File: src/rtl/iq_issue_ctrl.sv
// In-order dual-issue select for the issue queue head: operand readiness via a per-register
// countdown scoreboard, pipe availability, intra-pair hazards, and a flush drain state.
//
//  state | meaning
//  RUN   | normal issue from the queue head
//  DRAIN | flush seen; issue held until every scoreboard counter reaches zero
module iq_issue_ctrl #(
    parameter int NUM_REGS = 32,
    parameter int REG_W    = 5,
    parameter int MUL_LAT  = 3,
    parameter int ALU_LAT  = 1
) (
    input  logic                  clk,
    input  logic                  rst,
    input  logic [1:0]            iq_size,
    input  logic [1:0][REG_W-1:0] head_src1,
    input  logic [1:0][REG_W-1:0] head_src2,
    input  logic [1:0][REG_W-1:0] head_dst,
    input  logic [1:0]            head_wen,
    input  logic [1:0]            head_is_mul,
    input  logic [1:0]            pipe_ready,
    input  logic                  flush,
    output logic [1:0]            out_data_number,
    output logic [1:0]            issue_valid,
    output logic [NUM_REGS-1:0]   busy_vec,
    output logic [15:0]           stall_cycles,
    output logic                  draining
);

    localparam logic [0:0] RUN   = 1'b0;
    localparam logic [0:0] DRAIN = 1'b1;

    logic [0:0] state;
    logic [2:0] cnt [NUM_REGS];
    logic       iss0, iss1;
    logic       raw_hz, waw_hz;

    always_comb begin
        busy_vec = '0;
        for (int r = 1; r < NUM_REGS; r++) begin
            busy_vec[r] = (cnt[r] != 3'd0);
        end
    end

    always_comb begin
        raw_hz = head_wen[0] && (head_dst[0] != '0) &&
                 ((head_src1[1] == head_dst[0]) || (head_src2[1] == head_dst[0]));
        waw_hz = head_wen[0] && head_wen[1] && (head_dst[1] == head_dst[0]);
        iss0   = !rst && (state == RUN) && !flush && (iq_size != 2'd0) && pipe_ready[0] &&
                 !busy_vec[head_src1[0]] && !busy_vec[head_src2[0]];
        // Slot1 only rides along with slot0, and only when it is actually present.
        iss1   = iss0 && (iq_size == 2'd2) && pipe_ready[1] &&
                 !busy_vec[head_src1[1]] && !busy_vec[head_src2[1]] &&
                 !raw_hz && !waw_hz && !(head_is_mul[0] && head_is_mul[1]);
    end

    assign issue_valid     = {iss1, iss0};
    assign out_data_number = {1'b0, iss0} + {1'b0, iss1};
    assign draining        = (state == DRAIN);

    always_ff @(posedge clk) begin
        if (rst) begin
            for (int r = 0; r < NUM_REGS; r++) begin
                cnt[r] <= 3'd0;
            end
        end else begin
            for (int r = 0; r < NUM_REGS; r++) begin
                if (r != 0 && iss0 && head_wen[0] && head_dst[0] == REG_W'(r)) begin
                    cnt[r] <= head_is_mul[0] ? 3'(MUL_LAT) : 3'(ALU_LAT);
                end else if (r != 0 && iss1 && head_wen[1] && head_dst[1] == REG_W'(r)) begin
                    cnt[r] <= head_is_mul[1] ? 3'(MUL_LAT) : 3'(ALU_LAT);
                end else if (cnt[r] != 3'd0) begin
                    cnt[r] <= cnt[r] - 3'd1;
                end
            end
        end
    end

    always_ff @(posedge clk) begin
        if (rst) begin
            state <= RUN;
        end else begin
            case (state)
                RUN:     if (flush) state <= DRAIN;
                DRAIN:   if (!flush && busy_vec == '0) state <= RUN;
                default: state <= RUN;
            endcase
        end
    end

    always_ff @(posedge clk) begin
        if (rst) begin
            stall_cycles <= 16'd0;
        end else if (state == RUN && iq_size != 2'd0 && out_data_number == 2'd0 &&
                     stall_cycles != 16'hFFFF) begin
            stall_cycles <= stall_cycles + 16'd1;
        end
    end

endmodule
File: config.mk
export PLATFORM = sky130hd
export DESIGN_NAME = iq_issue_ctrl
export DESIGN_NICKNAME = d
export VERILOG_FILES = /design/src/rtl/iq_issue_ctrl.sv
export SDC_FILE = /design/constraint.sdc
export NUM_CORES = 1
export LEC_CHECK = 0
export CORE_MARGIN = 10
export CORE_UTILIZATION = 53
export CTS_CLUSTER_DIAMETER = 80
export DETAILED_ROUTE_END_ITERATION = 16
export PLACE_DENSITY = 0.78
export SLEW_MARGIN = 0
export SYNTH_ARGS = -nofsm -noshare
export SYNTH_HDL_FRONTEND = slang
export SYNTH_SLANG_ARGS = --single-unit
File: constraint.sdc
create_clock -name clk -period 4.3 [get_ports clk]
set_clock_uncertainty 0.05 [all_clocks]
set_input_delay 0.645 -clock clk [delete_from_list [all_inputs] [get_ports clk]]
set_output_delay 0.645 -clock clk [all_outputs]
set_load 0.005 [all_outputs]
======== Word level (Yosys, flattened, before mapping) ========
Memories as Yosys holds them, arrays and structs flattened.
Cells that the tools add are included.
cells by class
  $add $sub $neg .......................... 34
  magnitude comparators ................... 4
  equal/unequal tests ..................... 67
  multiplexer cells ....................... 484
  bitwise gates (word level) .............. 95
  reduce and logical (&&, ||, !) cells .... 132
operator list
  operator                                                     number
  2-to-1 mux 1 bit                                             383
  2-to-1 mux 3 bit                                             94
  == test 5 bit (second input constant)                        32
  nonzero test 3 bit                                           32
  subtractor 3 x 1 -> 3 bit (second input constant)            32
  OR 1 bit                                                     94
  logical AND 1 bit                                            86
  == test 5 x 4 -> 1 bit (second input constant)               16
  == test 5 x 3 -> 1 bit (second input constant)               8
  logical NOT 32 bit                                           1
  less-than comparator 5 x 6 -> 1 bit (second input constant)  4
  binary-select mux 1 bit (select 5 bit)                       4
  == test 5 x 2 -> 1 bit (second input constant)               4
  adder 16 x 1 -> 16 bit (second input constant)               1
  inequality test 16 bit (second input constant)               1
  == test 5 bit                                                3
  == test 5 x 1 -> 1 bit (second input constant)               2
  logical NOT 1 bit                                            9
  nonzero test 5 bit                                           1
  2-to-1 mux 2 bit                                             2
  adder 1 x 1 -> 2 bit                                         1
  == test 2 bit (second input constant)                        1
  logical NOT 2 bit                                            1
  one-hot mux 1 bit (2 select lines)                           1
  other kinds (3)                                              3
word-level totals
  flip-flop bits (word level) ............. 17
  bits in writable memories ............... 96
  input bits .............................. 41
  output and inout port bits .............. 53
  word-level logic and storage cells ...... 819
  memories ................................ 1
memories
  name  words  width  read ports  clocked after Yosys merged registers in  wr ports  RTL line  RTL
  cnt   32     3      32          0                                        32        34        logic [2:0] cnt [NUM_REGS];

======== Logic depth before layout (Yosys ltp) ========
  word-level depth ........................ 22
  gate-level depth with buffers ........... 19
  gate-level depth less buffers ........... 18

======== Least setup slack after synthesis ========
Ideal clock, no wire load.
  path kind ............................... input port to flip-flop
  from .................................... input head_src2[1] (netlist bit)
  to ...................................... register stall_cycles[15]
  library setup time ...................... 0.070 ns
  data arrival time ....................... 3.989 ns
  data required time ...................... 4.180 ns
  path slack .............................. 0.191 ns
  stages on the path ...................... 15
  buffers on the path ..................... 2
  path through ............................ clkbuf_1 -> nor3b_1 -> a221o_1 -> or4_1 -> nand4_2 -> inv_2 -> nand3_2 -> buf_2 -> ha_1 -> nand2_1 -> a41oi_1 -> and4_1 -> nand2b_1 -> or3_1 -> a21oi_1
between the ends
  word-level cells in the longest chain between the ends .. 15
RTL lines
  item                                        RTL line  RTL
  start, declared                             17        input logic [1:0][REG_W-1:0] head_src2,
  binary-select mux 1 bit (select 5 bit) (*)  50        !busy_vec[head_src1[0]] && !busy_vec[head_src2[0]];
  2-to-1 mux 1 bit (not written as such) (*)  50
  logical NOT 1 bit (*)                       50
  logical AND 1 bit (*)                       50
  logical AND 1 bit (3 in series)             52        iss1 = iss0 && (iq_size == 2'd2) && pipe_ready[1] &&
  logical AND 1 bit (2 in series)             53        !busy_vec[head_src1[1]] && !busy_vec[head_src2[1]] &&
  logical AND 1 bit (2 in series)             54        !raw_hz && !waw_hz && !(head_is_mul[0] && head_is_mul[1]);
  adder 1 x 1 -> 2 bit (*)                    58        assign out_data_number = {1'b0, iss0} + {1'b0, iss1};
  logical NOT 2 bit (*)                       94        end else if (state == RUN && iq_size != 2'd0 && out_data_number == 2'd0 &&
  logical AND 1 bit (*) (2 in series)         94
  end signal, assigned                        96        stall_cycles <= stall_cycles + 16'd1;
  end, declared                               26        output logic [15:0] stall_cycles,
Every way passes the cells marked *; elsewhere a longest branch is shown, timed or not. The select of a mux whose other input is x is not followed.
A chain may end at the register's enable or synchronous reset.

==> impl_metrics.json <==
{
  "layout-drive-gt1-share_pct": 17.2,
  "grt_pass1_vias": 8399,
  "drv_cap": 0,
  "max-clock-path-buffers": 2,
  "achievable-frequency_mhz": 239,
  "setup_total_negative_slack_ns": 0,
  "vias": 8714,
  "worst_ep_required_time_ns": 3.61,
  "post_synth_edffs": 93,
  "floorplan.initialDensity_pct": 54.2,
  "path_buf_inv": 5,
  "synth.yosys.warnings": 0,
  "cts_root_buf": "sky130_fd_sc_hd__clkbuf_16",
  "start_kind": "register",
  "power.ir.vdd_worst_v": 0.000368,
  "floorplan.die.width_um": 153,
  "synthesis.area_sq_um": 9400,
  "drcViolationCount": 0,
  "die_height_um": 153,
  "ant_nets": 0,
  "max-slew-margin-rel_pct": 27.9,
  "power.leakage_nw": 4.61,
  "setup_viol": 0,
  "finalHoldViolCount": 0,
  "timing.final.crit_period_ns": 4.18,
  "drtIter0Drc": 1165,
  "placementRows": 48,
  "syn2layout_area_growth_pct": 20.5,
  "hpwlAfterDp_um": 22700,
  "rsz0062_at_grt": "false",
  "dr.pass1.iters": 8,
  "design.final.nets": 1249,
  "synth_fp_nets": 1121,
  "yosys_reg_bits": 110,
  "critical_path_class": "register to primary output",
  "synth_cell_type_count": 85,
  "crit_family": "buffers and inverters",
  "postSynth.topFlopCell": "sky130_fd_sc_hd__edfxtp_1",
  "cts-htree-levels": 3,
  "series_of_cell_instances_along_the_critical_path": "inv_1 -> ha_1 -> nor2b_2 -> inv_1 -> mux4_2 -> a2111oi_2 -> a211o_1 -> nand4_2 -> inv_2 -> nand3_2 -> clkinv_2 -> ha_1 -> clkdlybuf4s50_1",
  "seq_area_frac_synth_pct": 33.3,
  "postSynthCellCount": 1015,
  "placement.io_buffers": 92,
  "timing_max_transition_violations_final": 0,
  "design.core.area_sq_um": 17400,
  "cts_hold_buf": 0,
  "synth-async-reset-ratio_pct": 0,
  "status": "finished, final reports clean",
  "floorplan.die_area_sq_um": 23500,
  "number_of_buffers_created_by_cts": 9,
  "grt_pass1_wl_um": 46700,
  "crit_path_end_kind": "primary output",
  "fillerInstances": 1406,
  "clock-sinks": 110,
  "avg_vias_per_cell": 6.35,
  "grt_start_max_net_pins": 67,
  "cts_tree": "yes",
  "grt_antenna_before_repair": 1,
  "drt-total-wl_um": 29900,
  "final_core_utilization_pct": 65.3,
  "hp-class": "register to register",
  "global_route.usage.total_pct": 24.5,
  "path_max_fanout": 5,
  "synthesis.area_per_instance_sq_um": 9.26,
  "cts.clk_slew.worst_paths_ns": 0.08,
  "drt-wirelength-per-cell_um": 21.8,
  "finalWeightedCongestion": 0.986,
  "clk-insertion-delay-late_ns": 0.37,
  "num_antenna_cells": 0,
  "power-per-cell-area_nw_per_um2": 587,
  "final.period_utilization_pct": 97.2,
  "critPathArrivalTime_ns": 3.48,
  "global_route.overflow_total": 0,
  "worst_stage_delay_on_the_critical_path_ns": 0.52,
  "worstMarginPinSlew_ns": 1.07,
  "critical-path-slowest-cell": "sky130_fd_sc_hd__clkdlybuf4s50_1",
  "ios": 94
}
-- layer usage --
layer | GRT usage (%) | wire [um]
met1 | 31.2 | 11500
met5 | 0 | 14
met3 | 5.50 | 3260
met4 | 10.8 | 1420
met2 | 38.8 | 13700
-- stage by stage --
step | area [sq um] | instances | setup WS [ns] | hold slack [ns] | total power, mW
2_1_floorplan | 9400 | 1015 | 0.191 | 0.433 | 4.16
3_3_place_gp | 10900 | 1349 | 0.0451 | 0.438 | 5.50
3_5_place_dp | 10900 | 1349 | 0.0388 | 0.445 | 5.62
4_1_cts | 11200 | 1367 | 0.0220 | 0.460 | 6.51
5_1_grt | 11300 | 1373 | 0.00930 | 0.507 | 7.08
6_report | 11300 | 1373 | 0.122 | 0.464 | 6.65
-- worst reg2reg max path: cells and delay by family (launching register included) --
kind | cells | cell delay, ns
flops | 1 | 0.40
buf+inv | 6 | 0.83
fa+ha+maj | 1 | 0.14
mux | 1 | 0.48
compound gates | 2 | 0.54
simple gates | 5 | 1.12
-- cells in the final DEF, fill, tap and decap left out, types with 17 or more instances in the layout --
master,count
sky130_fd_sc_hd__inv_1,92
sky130_fd_sc_hd__edfxtp_1,93
sky130_fd_sc_hd__dfxtp_1,17
sky130_fd_sc_hd__nor4_1,21
sky130_fd_sc_hd__nor3_1,44
sky130_fd_sc_hd__nor2b_1,17
sky130_fd_sc_hd__nand2b_1,17
sky130_fd_sc_hd__xor2_1,26
sky130_fd_sc_hd__mux2i_1,38
sky130_fd_sc_hd__a31oi_1,23
sky130_fd_sc_hd__a21oi_1,28
sky130_fd_sc_hd__o21ai_0,21
sky130_fd_sc_hd__clkdlybuf4s50_1,88
sky130_fd_sc_hd__buf_4,89
sky130_fd_sc_hd__mux4_2,19
sky130_fd_sc_hd__nor2_1,75
sky130_fd_sc_hd__and3_1,17
sky130_fd_sc_hd__nand3_1,43
sky130_fd_sc_hd__nand2_1,52
sky130_fd_sc_hd__ha_1,60
-- state kept, by name, summed over array words and instances, names as in the netlist --
register,count
stall_cycles,16
draining,1
cnt,93
-- worst paths after layout --
path                                      from                      endpoint  slack [ns]  depth (start not counted)
setup / recovery       cnt[1][6]$_SDFFCE_PP0P_            out_data_number[1]        0.12                         13
hold / removal    stall_cycles[9]$_SDFFE_PP0P_  stall_cycles[9]$_SDFFE_PP0P_        0.46                          2
setup reg to reg       cnt[1][6]$_SDFFCE_PP0P_      cnt[1][46]$_SDFFCE_PP0P_        0.44                         15
hold reg to reg   stall_cycles[9]$_SDFFE_PP0P_  stall_cycles[9]$_SDFFE_PP0P_        0.46                          2
-- cells in the mapped netlist (all sizes together) (4+ instances only) --
library cell	number	area share [%]
a2111oi	5	0.60
a211oi	5	0.40
a21boi	4	0.32
a21oi	28	1.5
a311oi	4	0.37
a31o	9	0.84
a31oi	23	1.5
a32oi	4	0.37
a41oi	8	0.75
and2	7	0.47
and3	17	1.1
and4	16	1.5
buf	31	2.1
clkbuf	36	1.4
clkinv	4	0.17
dfxtp	17	3.6
edfxtp	93	30
ha	65	8.7
inv	99	4.0
mux2	13	1.6
mux2i	38	4.0
mux4	19	4.6
nand2	53	2.1
nand2b	22	1.6
nand3	48	2.8
nand4	18	1.3
nor2	75	3.0
nor2b	27	2.1
nor3	45	2.5
nor3b	7	0.56
nor4	24	1.9
o211ai	4	0.32
o21ai	23	1.2
o22ai	4	0.27
o31ai	8	0.64
o41ai	5	0.47
or3	13	0.87
or4	7	0.56
xnor2	12	1.1
xor2	26	2.4
-- what timing repair did --
item                       in CTS  in global routing
buffers inserted                2                  6
setup endpoints to repair       2                  3
pin swaps                       1                  4
resized for setup               2                 26
-- cell type report --
cell class	instances	area (sq um)	area share [%]
clock inverter	7	66.3	0.585
timing repair buffer	184	1630	14.4
clock buffer	9	225	1.99
sequential	110	3130	27.7
inverter	103	394	3.48
multi-input combinational	735	5600	49.4
tap	225	282	2.48
-- report_power, final --
| part | switching, mW | internal [mW] | leakage (nW) |
|---|---|---|---|
| sequential | 0.193 | 1.72 | 1.17 |
| combinational | 2.07 | 1.82 | 3.29 |
| clock | 0.443 | 0.410 | 0.147 |
-- cell families after synthesis --
kind of cell | count (synthesis) | share of synthesized area (%)
xor gates and xnor gates | 38 | 3.54
buffers and inverters | 170 | 7.71
AOI/OAI and AO/OA | 166 | 12.7
other | 1 | 0.0399
DFF | 110 | 33.3
adders and majority gates | 65 | 8.65
muxes | 70 | 10.2
and+or+nand+nor | 395 | 23.8
(Power assumes the default switching activity.)
==> RTL edit: new RTL, config.mk and constraints unchanged <==
Make the reset (`rst`) asynchronous in 3 clocked blocks.
--- a/src/rtl/iq_issue_ctrl.sv
+++ b/src/rtl/iq_issue_ctrl.sv
@@ -58,7 +58,7 @@
     assign out_data_number = {1'b0, iss0} + {1'b0, iss1};
     assign draining        = (state == DRAIN);
 
-    always_ff @(posedge clk) begin
+    always_ff @(posedge clk or posedge rst) begin
         if (rst) begin
             for (int r = 0; r < NUM_REGS; r++) begin
                 cnt[r] <= 3'd0;
@@ -76,7 +76,7 @@
         end
     end
 
-    always_ff @(posedge clk) begin
+    always_ff @(posedge clk or posedge rst) begin
         if (rst) begin
             state <= RUN;
         end else begin
@@ -88,7 +88,7 @@
         end
     end
 
-    always_ff @(posedge clk) begin
+    always_ff @(posedge clk or posedge rst) begin
         if (rst) begin
             stall_cycles <= 16'd0;
         end else if (state == RUN && iq_size != 2'd0 && out_data_number == 2'd0 &&
Function: differs if rst is asserted again (counterexample within 4 cycles, from zero or initial values and one cycle with rst high); with rst held inactive, the same outputs for 4 cycles.
==> RTL edit against the original RTL <==
Total power fell by 3.7%; sequential cell count unchanged; routed wire length shrank 12%; synthesized area down 5.5%; setup slack gained 0.034 ns; sequential share of layout area down 1.3 points; critical path type unchanged; worst hold slack lost 0.021 ns; design area fell by 7.7%; first-iteration DRC count is 33% lower; largest cell class unchanged.
==> RTL edit: results <==
[final_layout]
drive_gt1_share_pct = 12.3
fin_nets = 1208
stdcell_count = 1328
n_fill_cell = 1357

[worst_setup_path]
crit_arrival_ns = 3.45
rrSetupSlack_ns = 0.53
worstSetupStartpoint = cnt[69]$_DFFE_PP0P_
critical_path.top_delay_family = adder cells
endpoint = out_data_number[0]

[worst_hold_path]
holdPathStages = 1
min_from = stall_cycles[9]$_DFFE_PP0P_
hold_path_end = stall_cycles[9]$_DFFE_PP0P_

[clock_tree]
post_cts_buffers = 0

[synthesis]
ys_top_cells_by_area = dfrtp_1 (31%), ha_1 (9.2%), mux4_2 (5.8%)
synth_cell_types = 73
muxShareOfSynthArea_pct = 9.48
synthCells = 1026
synth_xor_xnor_area_share_pct = 6.01

[drt]
dr_wl_met2_mm = 12.1
drt-total-wl_mm = 26.3
top_layer = met4
drt_iter0_drc = 780
drtPass1Iterations = 5

[place]
pre_cts_slack_ns = 0.119
placed_cell_area_um2 = 10100

[global_route]
grt_usage_pct = 23.3
met1_usage_pct = 29.3
grt_pass1_vias = 7689
grtUsageMet2_pct = 37.7

[run_status]
status = finished clean

[sta]
timing.hold.ws_ns = 0.442
## RTL edit: cell count changes in the layout (fill, tap and decap cells not counted), moves of 13 or more
cell	before	now
buf_4	89	47
nand2_1	52	71
inv_1	92	132
xor2_1	26	41
edfxtp_1	93	0
a21oi_1	28	46
nor3_1	44	23
o21ai_1	2	16
o21ai_0	21	39
and4_1	16	3
a31oi_1	23	6
dfrtp_1	0	110
nor4_1	21	5
dfxtp_1	17	0
## RTL edit: report_power, final
part | total, mW | leakage, nW | internal (mW) | switching (mW)
registers | 1.80 | 1.31 | 1.54 | 0.263
clock network | 0.875 | 0.143 | 0.473 | 0.402
logic | 3.73 | 3.16 | 1.79 | 1.94
## RTL edit: layout make-up
class	instances	area share, %
Multi-Input combinational cell	704	50.8
Sequential cell	110	26.3
Timing Repair Buffer	140	12.4
Inverter	137	4.94
Tap cell	220	2.63
Clock buffer	12	2.36
Clock inverter	4	0.527
Antenna cell	1	0.0239
